`src/rtl/jk_excite_driver_pkg.sv`:
```
// jk_pkg: shared types and helpers for the JK excitation driver.
//   state_e   - sequencing states of the driver FSM
//   jk_excite - per-bit JK excitation ({J,K}) for a cur->tgt transition
//   STEPS_W   - width of the completed-word counter
package jk_pkg;

  localparam int unsigned STEPS_W = 8;

  typedef enum logic [1:0] {
    IDLE  = 2'd0,
    DRIVE = 2'd1,
    HOLD  = 2'd2,
    CHECK = 2'd3
  } state_e;

  // Don't-care terms resolve to 0, so J and K are never both high.
  function automatic logic [1:0] jk_excite(input logic cur, input logic tgt);
    return {~cur & tgt, cur & ~tgt};
  endfunction

endpackage

```
`src/rtl/jk_excite_driver_if.sv`:
```
// jk_excite_driver_if: sequence-source and JK-bank signals of the driver.
//   in_valid/in_ready/in_target - target word handshake
//   J/K                         - drive to the JK bank
//   q_fb                        - Q read back from the bank
//   busy/done/err/steps         - status
// master: the source/bank side, slave: the driver.
interface jk_excite_driver_if
  import jk_pkg::*;
#(
  parameter int unsigned WIDTH = 4
);

  logic               in_valid;
  logic               in_ready;
  logic [WIDTH-1:0]   in_target;
  logic [WIDTH-1:0]   J;
  logic [WIDTH-1:0]   K;
  logic [WIDTH-1:0]   q_fb;
  logic               busy;
  logic               done;
  logic               err;
  logic [STEPS_W-1:0] steps;

  modport master (
    output in_valid, in_target, q_fb,
    input  in_ready, J, K, busy, done, err, steps
  );

  modport slave (
    input  in_valid, in_target, q_fb,
    output in_ready, J, K, busy, done, err, steps
  );

endinterface

```
`src/rtl/jk_excite_driver_sync_fifo.sv`:
```
// sync_fifo: single-clock FIFO with synchronous active-low reset.
//   clk, reset       - clock, synchronous active-low reset
//   push_i / pop_i   - write / read requests (ignored when full / empty)
//   wdata_i, rdata_o - write data, head of queue (valid when !empty_o)
//   full_o, empty_o  - occupancy flags
module sync_fifo #(
  parameter int unsigned WIDTH = 4,
  parameter int unsigned DEPTH = 4
) (
  input  logic             clk,
  input  logic             reset,
  input  logic             push_i,
  input  logic             pop_i,
  input  logic [WIDTH-1:0] wdata_i,
  output logic [WIDTH-1:0] rdata_o,
  output logic             full_o,
  output logic             empty_o
);

  localparam int unsigned AW = $clog2(DEPTH);
  localparam int unsigned PW = AW + 1;

  // Extra MSB on each pointer separates full from empty.
  logic [PW-1:0]    wr_ptr_q, rd_ptr_q;
  logic [WIDTH-1:0] mem_q [DEPTH];
  logic             do_push, do_pop;

  assign do_push = push_i & ~full_o;
  assign do_pop  = pop_i & ~empty_o;

  // Pointer update; reset flushes the queue and drops any same-cycle push.
  always_ff @(posedge clk) begin
    if (!reset) begin
      wr_ptr_q <= '0;
      rd_ptr_q <= '0;
    end else begin
      if (do_push) wr_ptr_q <= wr_ptr_q + PW'(1);
      if (do_pop)  rd_ptr_q <= rd_ptr_q + PW'(1);
    end
  end

  // Storage.
  always_ff @(posedge clk) begin
    if (reset && do_push) mem_q[wr_ptr_q[AW-1:0]] <= wdata_i;
  end

  assign rdata_o = mem_q[rd_ptr_q[AW-1:0]];
  assign empty_o = (wr_ptr_q == rd_ptr_q);
  assign full_o  = (wr_ptr_q[AW] != rd_ptr_q[AW]) &&
                   (wr_ptr_q[AW-1:0] == rd_ptr_q[AW-1:0]);

endmodule

```
`src/rtl/jk_excite_driver.sv`:
```
// jk_excite_driver: turns a stream of target words into one cycle of J/K
// drive per word for an external JK bank, then checks the readback.
//   clk, reset - clock, synchronous active-low reset
//   bus        - jk_excite_driver_if slave (handshake, J/K, q_fb, status)
module jk_excite_driver
  import jk_pkg::*;
#(
  parameter int unsigned WIDTH = 4,
  parameter int unsigned DEPTH = 4
) (
  input  logic               clk,
  input  logic               reset,
  jk_excite_driver_if.slave  bus
);

  state_e             state_q, state_d;
  logic [WIDTH-1:0]   tgt_q, tgt_d;
  logic [WIDTH-1:0]   j_q, j_d, k_q, k_d;
  logic               err_q, err_d;
  logic [STEPS_W-1:0] steps_q, steps_d;
  logic [WIDTH-1:0]   head;
  logic               pop, full, empty;
  logic [1:0]         jk_bit;

  sync_fifo #(
    .WIDTH (WIDTH),
    .DEPTH (DEPTH)
  ) u_fifo (
    .clk     (clk),
    .reset   (reset),
    .push_i  (bus.in_valid),
    .pop_i   (pop),
    .wdata_i (bus.in_target),
    .rdata_o (head),
    .full_o  (full),
    .empty_o (empty)
  );

  // State and datapath registers.
  always_ff @(posedge clk) begin
    if (!reset) begin
      state_q <= IDLE;
      tgt_q   <= '0;
      j_q     <= '0;
      k_q     <= '0;
      err_q   <= 1'b0;
      steps_q <= '0;
    end else begin
      state_q <= state_d;
      tgt_q   <= tgt_d;
      j_q     <= j_d;
      k_q     <= k_d;
      err_q   <= err_d;
      steps_q <= steps_d;
    end
  end

  // Next state; J/K are nonzero only on the edge entering DRIVE.
  always_comb begin
    state_d = state_q;
    pop     = 1'b0;
    tgt_d   = tgt_q;
    j_d     = '0;
    k_d     = '0;
    err_d   = err_q;
    steps_d = steps_q;
    jk_bit  = '0;

    case (state_q)
      IDLE: begin
        if (!empty) begin
          state_d = DRIVE;
          pop     = 1'b1;
        end
      end
      DRIVE: state_d = HOLD;
      HOLD:  state_d = CHECK;
      CHECK: begin
        if (bus.q_fb != tgt_q) err_d = 1'b1;
        steps_d = steps_q + STEPS_W'(1);
        if (!empty) begin
          state_d = DRIVE;
          pop     = 1'b1;
        end else begin
          state_d = IDLE;
        end
      end
      default: state_d = IDLE;
    endcase

    // Current Q is sampled as the popped word becomes the target.
    if (pop) begin
      tgt_d = head;
      for (int i = 0; i < int'(WIDTH); i++) begin
        jk_bit = jk_excite(bus.q_fb[i], head[i]);
        j_d[i] = jk_bit[1];
        k_d[i] = jk_bit[0];
      end
    end
  end

  assign bus.in_ready = ~full;
  assign bus.J        = j_q;
  assign bus.K        = k_q;
  assign bus.busy     = (state_q != IDLE) | ~empty;
  assign bus.done     = (state_q == CHECK);
  assign bus.err      = err_q;
  assign bus.steps    = steps_q;

endmodule

```
`src/flat_wrapper.sv`:
```
// flat-port wrapper written by rule: the top's interface ports become plain ports
module jk_excite_driver_flat import jk_pkg::*;
#(
  parameter int unsigned WIDTH = 4,
  parameter int unsigned DEPTH = 4
)
  (clk, reset, bus_in_valid, bus_in_target, bus_q_fb, bus_in_ready, bus_J, bus_K, bus_busy, bus_done, bus_err, bus_steps);
  jk_excite_driver_if #(.WIDTH(WIDTH)) bus_i ();
  input  logic clk;
  input  logic reset;
  input wire logic [$bits(bus_i.in_valid)-1:0] bus_in_valid;
  input wire logic [$bits(bus_i.in_target)-1:0] bus_in_target;
  input wire logic [$bits(bus_i.q_fb)-1:0] bus_q_fb;
  output wire logic [$bits(bus_i.in_ready)-1:0] bus_in_ready;
  output wire logic [$bits(bus_i.J)-1:0] bus_J;
  output wire logic [$bits(bus_i.K)-1:0] bus_K;
  output wire logic [$bits(bus_i.busy)-1:0] bus_busy;
  output wire logic [$bits(bus_i.done)-1:0] bus_done;
  output wire logic [$bits(bus_i.err)-1:0] bus_err;
  output wire logic [$bits(bus_i.steps)-1:0] bus_steps;
  assign bus_i.in_valid = bus_in_valid;
  assign bus_i.in_target = bus_in_target;
  assign bus_i.q_fb = bus_q_fb;
  assign bus_in_ready = bus_i.in_ready;
  assign bus_J = bus_i.J;
  assign bus_K = bus_i.K;
  assign bus_busy = bus_i.busy;
  assign bus_done = bus_i.done;
  assign bus_err = bus_i.err;
  assign bus_steps = bus_i.steps;
  jk_excite_driver #(.WIDTH(WIDTH), .DEPTH(DEPTH)) u_core (.clk(clk), .reset(reset), .bus(bus_i));
endmodule
```
`config.mk`:
```
export PLATFORM = sky130hd
export DESIGN_NAME = jk_excite_driver_flat
export DESIGN_NICKNAME = d
export VERILOG_FILES = /design/src/rtl/jk_excite_driver_pkg.sv /design/src/rtl/jk_excite_driver_if.sv /design/src/rtl/jk_excite_driver_sync_fifo.sv /design/src/rtl/jk_excite_driver.sv /design/src/flat_wrapper.sv
export SDC_FILE = /design/constraint.sdc
export NUM_CORES = 1
export LEC_CHECK = 0
export BUFFER_PORTS_ARGS = -buffer_cell sky130_fd_sc_hd__buf_2
export CORE_ASPECT_RATIO = 1.1
export CORE_MARGIN = 1
export CORE_UTILIZATION = 49
export DETAILED_ROUTE_END_ITERATION = 12
export HOLD_SLACK_MARGIN = 0.05
export PLACE_DENSITY = 0.73
export SKIP_CTS_REPAIR_TIMING = 1
export SLEW_MARGIN = 30
export SYNTH_ARGS = -nofsm -noshare
export SYNTH_HDL_FRONTEND = slang
export SYNTH_SLANG_ARGS = --single-unit
```
`constraint.sdc`:
```
create_clock -name clk -period 2.2 [get_ports clk]
set_clock_uncertainty 0.2 [all_clocks]
set_input_delay 0.11 -clock clk [delete_from_list [all_inputs] [get_ports clk]]
set_output_delay 0.11 -clock clk [all_outputs]
set_load 0.1 [all_outputs]
```
* After elaboration in Yosys (flattened, before gate mapping)
Memory sizes are Yosys's and may differ from the RTL's. A register that Yosys moved wholly into a read port is not among the register bits. Index checks and enable logic that the tools add are counted.
Storage, ports and cells: register bits after elaboration 29, bits in writable memories 16, input port bits 11, output and inout port bits 20, word-level logic and storage cells 57, memories kept 1
Memory list:
- u_core.u_fifo.mem_q | depth 4, bits a word 4, rd ports 1, clocked after memory_dff 1, write ports 1, line jk_excite_driver_sync_fifo.sv:25 | logic [WIDTH-1:0] mem_q [DEPTH];
Operators by class: $add $sub $neg 3, equal/unequal tests 8, muxes and demuxes 9, bitwise logic cells 21, reductions and logical operators 7
Operators by type and width (count):
- $and 1x1->1 | 10
- $not 1->1 | 10
- $add 8x1->8 const B | 1
- $pmux 2 s4 | 1
- $add 3x1->3 const B | 2
- $mux 2 | 3
- $mux 1 | 5
- $eq 2x2->1 const B | 2
- $ne 4x4->1 | 1
- $reduce_and 2->1 | 2
- $eq 3x3->1 | 1
- $eq 2x1->1 const B | 1
- $eq 2x2->1 | 1
- $logic_and 1x1->1 | 2
- $logic_not 2->1 | 1
- $ne 2x2->1 const B | 1
- $reduce_bool 2->1 | 1
- $reduce_or 2->1 | 1
- $ne 1x1->1 | 1
- $or 1x1->1 | 1

* Longest topological paths before layout
depth in word-level cells 7, mapped depth 6, gate-level depth less buffers 5

* Hierarchy
A second synthesis with hierarchy kept.
Unflattened totals: cells, all modules 189, area, all modules 2104.5 µm²
By module, submodules not included:
- sync_fifo | instances 1, cells an instance 92, area each 1168.6 µm²
- jk_excite_driver | instances 1, cells an instance 97, area each 935.9 µm²

* Least setup slack after synthesis
OpenSTA, ideal clock, no wires.
path type register to register, start point register u_core.u_fifo.rd_ptr_q[0], end point memory u_core.u_fifo.mem_q[0][0], enable pin, library setup time 0.263 ns, data arrival time 2.106 ns, required time 1.737 ns, slack -0.369 ns, cell stages (with the launch flop) 4, clock period less this slack 2.569 ns, cells stage by stage dfxtp_1 -> xnor2_2 -> nand3_1 -> and4_1
On the way: cells in the longest elaborated chain, start to end 7
RTL lines:
- start, declared | line jk_excite_driver_sync_fifo.sv:24 | logic [PW-1:0] wr_ptr_q, rd_ptr_q;
- start signal, assigned | line jk_excite_driver_sync_fifo.sv:38 | if (do_pop) rd_ptr_q <= rd_ptr_q + PW'(1);
- $eq 2x2->1 | line jk_excite_driver_sync_fifo.sv:50 | (wr_ptr_q[AW-1:0] == rd_ptr_q[AW-1:0]);
- $logic_and 1x1->1 | line jk_excite_driver_sync_fifo.sv:49 | assign full_o = (wr_ptr_q[AW] != rd_ptr_q[AW]) &&
- $not 1->1
- net bus_in_ready | line flat_wrapper.sv:14 | output wire logic [$bits(bus_i.in_ready)-1:0] bus_in_ready;
- $and 1x1->1 | line jk_excite_driver_sync_fifo.sv:28 | assign do_push = push_i & ~full_o;
- $logic_and 1x1->1 | line jk_excite_driver_sync_fifo.sv:44 | if (reset && do_push) mem_q[wr_ptr_q[AW-1:0]] <= wdata_i;
- $mux 1 | line jk_excite_driver_sync_fifo.sv:44
- $mux 1 (implied by the code) | line jk_excite_driver_sync_fifo.sv:44
- end, declared | line jk_excite_driver_sync_fifo.sv:25
The timed path passes the listed nets, and every way through them passes these cells.

* Worst setup path in the final report
start point register u_core.state_q[0], end point output bus_busy
On the way: cells in the longest elaborated chain, start to end 2
RTL lines:
- start, declared | line jk_excite_driver.sv:16 | state_e state_q, state_d;
- start signal, assigned | line jk_excite_driver.sv:49 | state_q <= state_d;
- $reduce_bool 2->1 | line jk_excite_driver.sv:105 | assign bus.busy = (state_q != IDLE) | ~empty;
- $or 1x1->1 | line jk_excite_driver.sv:105
- end, declared | line flat_wrapper.sv:17 | output wire logic [$bits(bus_i.busy)-1:0] bus_busy;
No other way between the ends.

==> impl_metrics.toml <==
[finish]
antenna_cells = 0
nNetsFinal = 224
final_cells = 255
layout-drive-gt1-share = 0.2683
syn_to_final_growth_pct = 21.09

[clocking]
htree_levels = 2
tritoncts = "built"
clock_latency_ns = 0.31
clockBufferDepth = 2
clock_sinks = 47
cts_buffers = 5
clk_pin_slew_worst_paths_ns = 0.09
cts-root-buf = "clkbuf_8"

[drt]
drt_pass1_iterations = 4
wl_met3_um = 139
final_antenna_net_count = 0
drt-initial-drc-count = 65
drt-met1-wl_um = 1481
routed.top_layer = "met4"
vias = 1284
routed_wl_um = 3338
route.detailed.drc = 0
routed-wl-met2_um = 1627
wl_per_cell_um = 13.09
viasPerCell = 5.035

[job]
drv_cap = 0

[place]
place_ws_ns = 0.3021
gp_congestion = 0.7305
dp_cells = 237
port_buffers = 30
dp_hpwl_um = 2489

[synth]
ys_types = 36
postSynthCellCount = 162
synth-seq-cells = 47
ys.flop_type = "dfxtp_1"
synth_edf_count = 16
netlist_area_um2 = 1999
ys_warn_count = 0
synth.avg_cell_area_um2 = 12.34
syn_nets = 182
ys_seq_area_frac = 0.5507
async_reset_ff_frac = 0

[pwr]
p_per_area_nw_per_um2 = 1053
leakage_uw = 0.0009676
vdd_drop_max_uv = 467.0

[timing]
final_max_slew_viol_count = 0
hold_viol_final = 0
rsz0062_at_grt = "no"
whs_ns = 0.2753
slew_headroom = 0.6768
setup-tns-final_ns = 0
finalCriticalPeriod_ns = 1.944
worst_pin_slew_ns = 0.4882
layout_setup_ws_ns = 0.2561
setup-violations-final = 0
fmax_mhz = 514.4
period_share = 0.8836

[critical_path]
critPathCaptureType = "primary output"
start_kind = "flip-flop"
cp_data_arrival_time_ns = 1.63
crit_path_max_fanout = 4
required_ns = 1.89
path_class = "flip-flop to primary output"

[die]
io_pins = 31
die_width_um = 62.91
initial_utilization = 0.5304
core_um2 = 3770
placementRows = 23
die_area_um2 = 4340
die_h_um = 69.00

[global_route]
grt-ovfl-total = 0
grt_pass1_wl_um = 5451
grt_max_degree = 20
grt_antenna_before_repair = 0
grt_pass1_vias = 1219
grt_usage = 0.1754

[run_status]
status = "finished, final reports clean"

[min_path]
hold_class = "flip-flop to flip-flop"
==> cells by family after synthesis <==
group / share of synthesized area
buffers and inverters: 0.02690
xor gates and xnor gates: 0.07322
AOI/OAI and AO/OA: 0.05632
DFF: 0.5507
adders and majority gates: 0.05632
and+or+nand+nor: 0.1677
muxes: 0.06884
==> critical path, cell delays in order, from the launching register on <==
cell and delay [ns]:
dfxtp_1 0.39, inv_1 0.09, ha_1 0.21, nand4_1 0.18, buf_2 0.47
==> layer usage <==
layer / global-route usage / up-vias
met5: 0 / -
met4: 0.1163 / 0
met3: 0.05428 / 9
met2: 0.3051 / 28
met1: 0.1874 / 586
li1: - / 661
==> flip-flops by register name, indices dropped and copies added, names as in the netlist, named ones only <==
name / cells
u_core.bus.J: 4
u_core.bus.K: 4
u_core.u_fifo.wr_ptr_q: 3
u_core.bus.steps: 8
u_core.u_fifo.mem_q: 16
u_core.state_q: 2
u_core.u_fifo.rd_ptr_q: 3
u_core.bus.err: 1
u_core.tgt_q: 4
==> stage by stage <==
| step | instance area [µm²] | power (µW) | utilization |
|---|---|---|---|
| finish | 2421 | 2551 | 0.6422 |
| global route | 2421 | 2689 | 0.6422 |
| CTS | 2321 | 2564 | 0.6157 |
| detailed placement | 2223 | 2020 | 0.5898 |
| global placement | 2223 | 1990 | 0.5898 |
| floorplan | 2042 | 1898 | - |
==> layout make-up <==
class                           count  area [µm²]
Tap cell                           50       62.56
Clock buffer                        6       82.58
Multi-Input combinational cell    105       882.1
Timing Repair Buffer               41       257.7
Fill cell                         307        1349
Inverter                            4       15.01
Sequential cell                    47        1106
Clock inverter                      2       15.01
==> path summary, 6_finish.rpt <==
path	start	endpoint	slack (ns)	cells past startpoint
hold / removal	u_core.tgt_q[1]	u_core.tgt_q[1]	0.28	2
hold reg to reg	u_core.tgt_q[1]	u_core.tgt_q[1]	0.28	2
setup / recovery	u_core.state_q[0]	bus_busy	0.26	4
setup reg to reg	u_core.state_q[0]	u_core.u_fifo.rd_ptr_q[2]	0.32	5
==> where the power goes <==
group / internal (µW) / switching [µW] / total [µW]
Combinational: 291 / 602 / 893
Sequential: 1010 / 100 / 1110
Clock: 257 / 291 / 548
Total: 1560 / 992 / 2550
==> synth_stat cells (2+ instances only) <==
cell	count	area (µm²)
dfxtp_1	31	620.6
edfxtp_1	16	480.5
nand2_1	15	56.30
and2_1	9	56.30
ha_1	9	112.6
xnor2_1	9	78.83
nand4_1	6	37.54
o21ai_0	6	30.03
inv_1	4	15.01
mux2i_1	4	40.04
nand3_1	4	20.02
nand3_2	4	40.04
nor2_1	4	15.01
nor3b_1	4	30.03
xor2_1	4	35.03
a21boi_0	3	22.52
and4_1	3	26.28
nor2b_1	3	18.77
buf_4	2	15.01
clkbuf_1	2	7.510
mux4_1	2	52.55
mux4_2	2	45.04
or3_1	2	12.51
xnor2_2	2	32.53
==> placed cells by master, fill, tap and decap left out, drive strengths merged, types with 5 or more instances in the layout <==
master	synthesis	final
edfxtp	16	16
nand4	6	6
xnor2	11	11
inv	4	5
dlygate4sd3	0	10
ha	9	9
buf	4	31
clkbuf	2	6
o21ai	7	7
nand3	8	8
dfxtp	31	31
and2	9	9
nand2	15	15
Note: power is estimated with default switching activity, not from simulation.
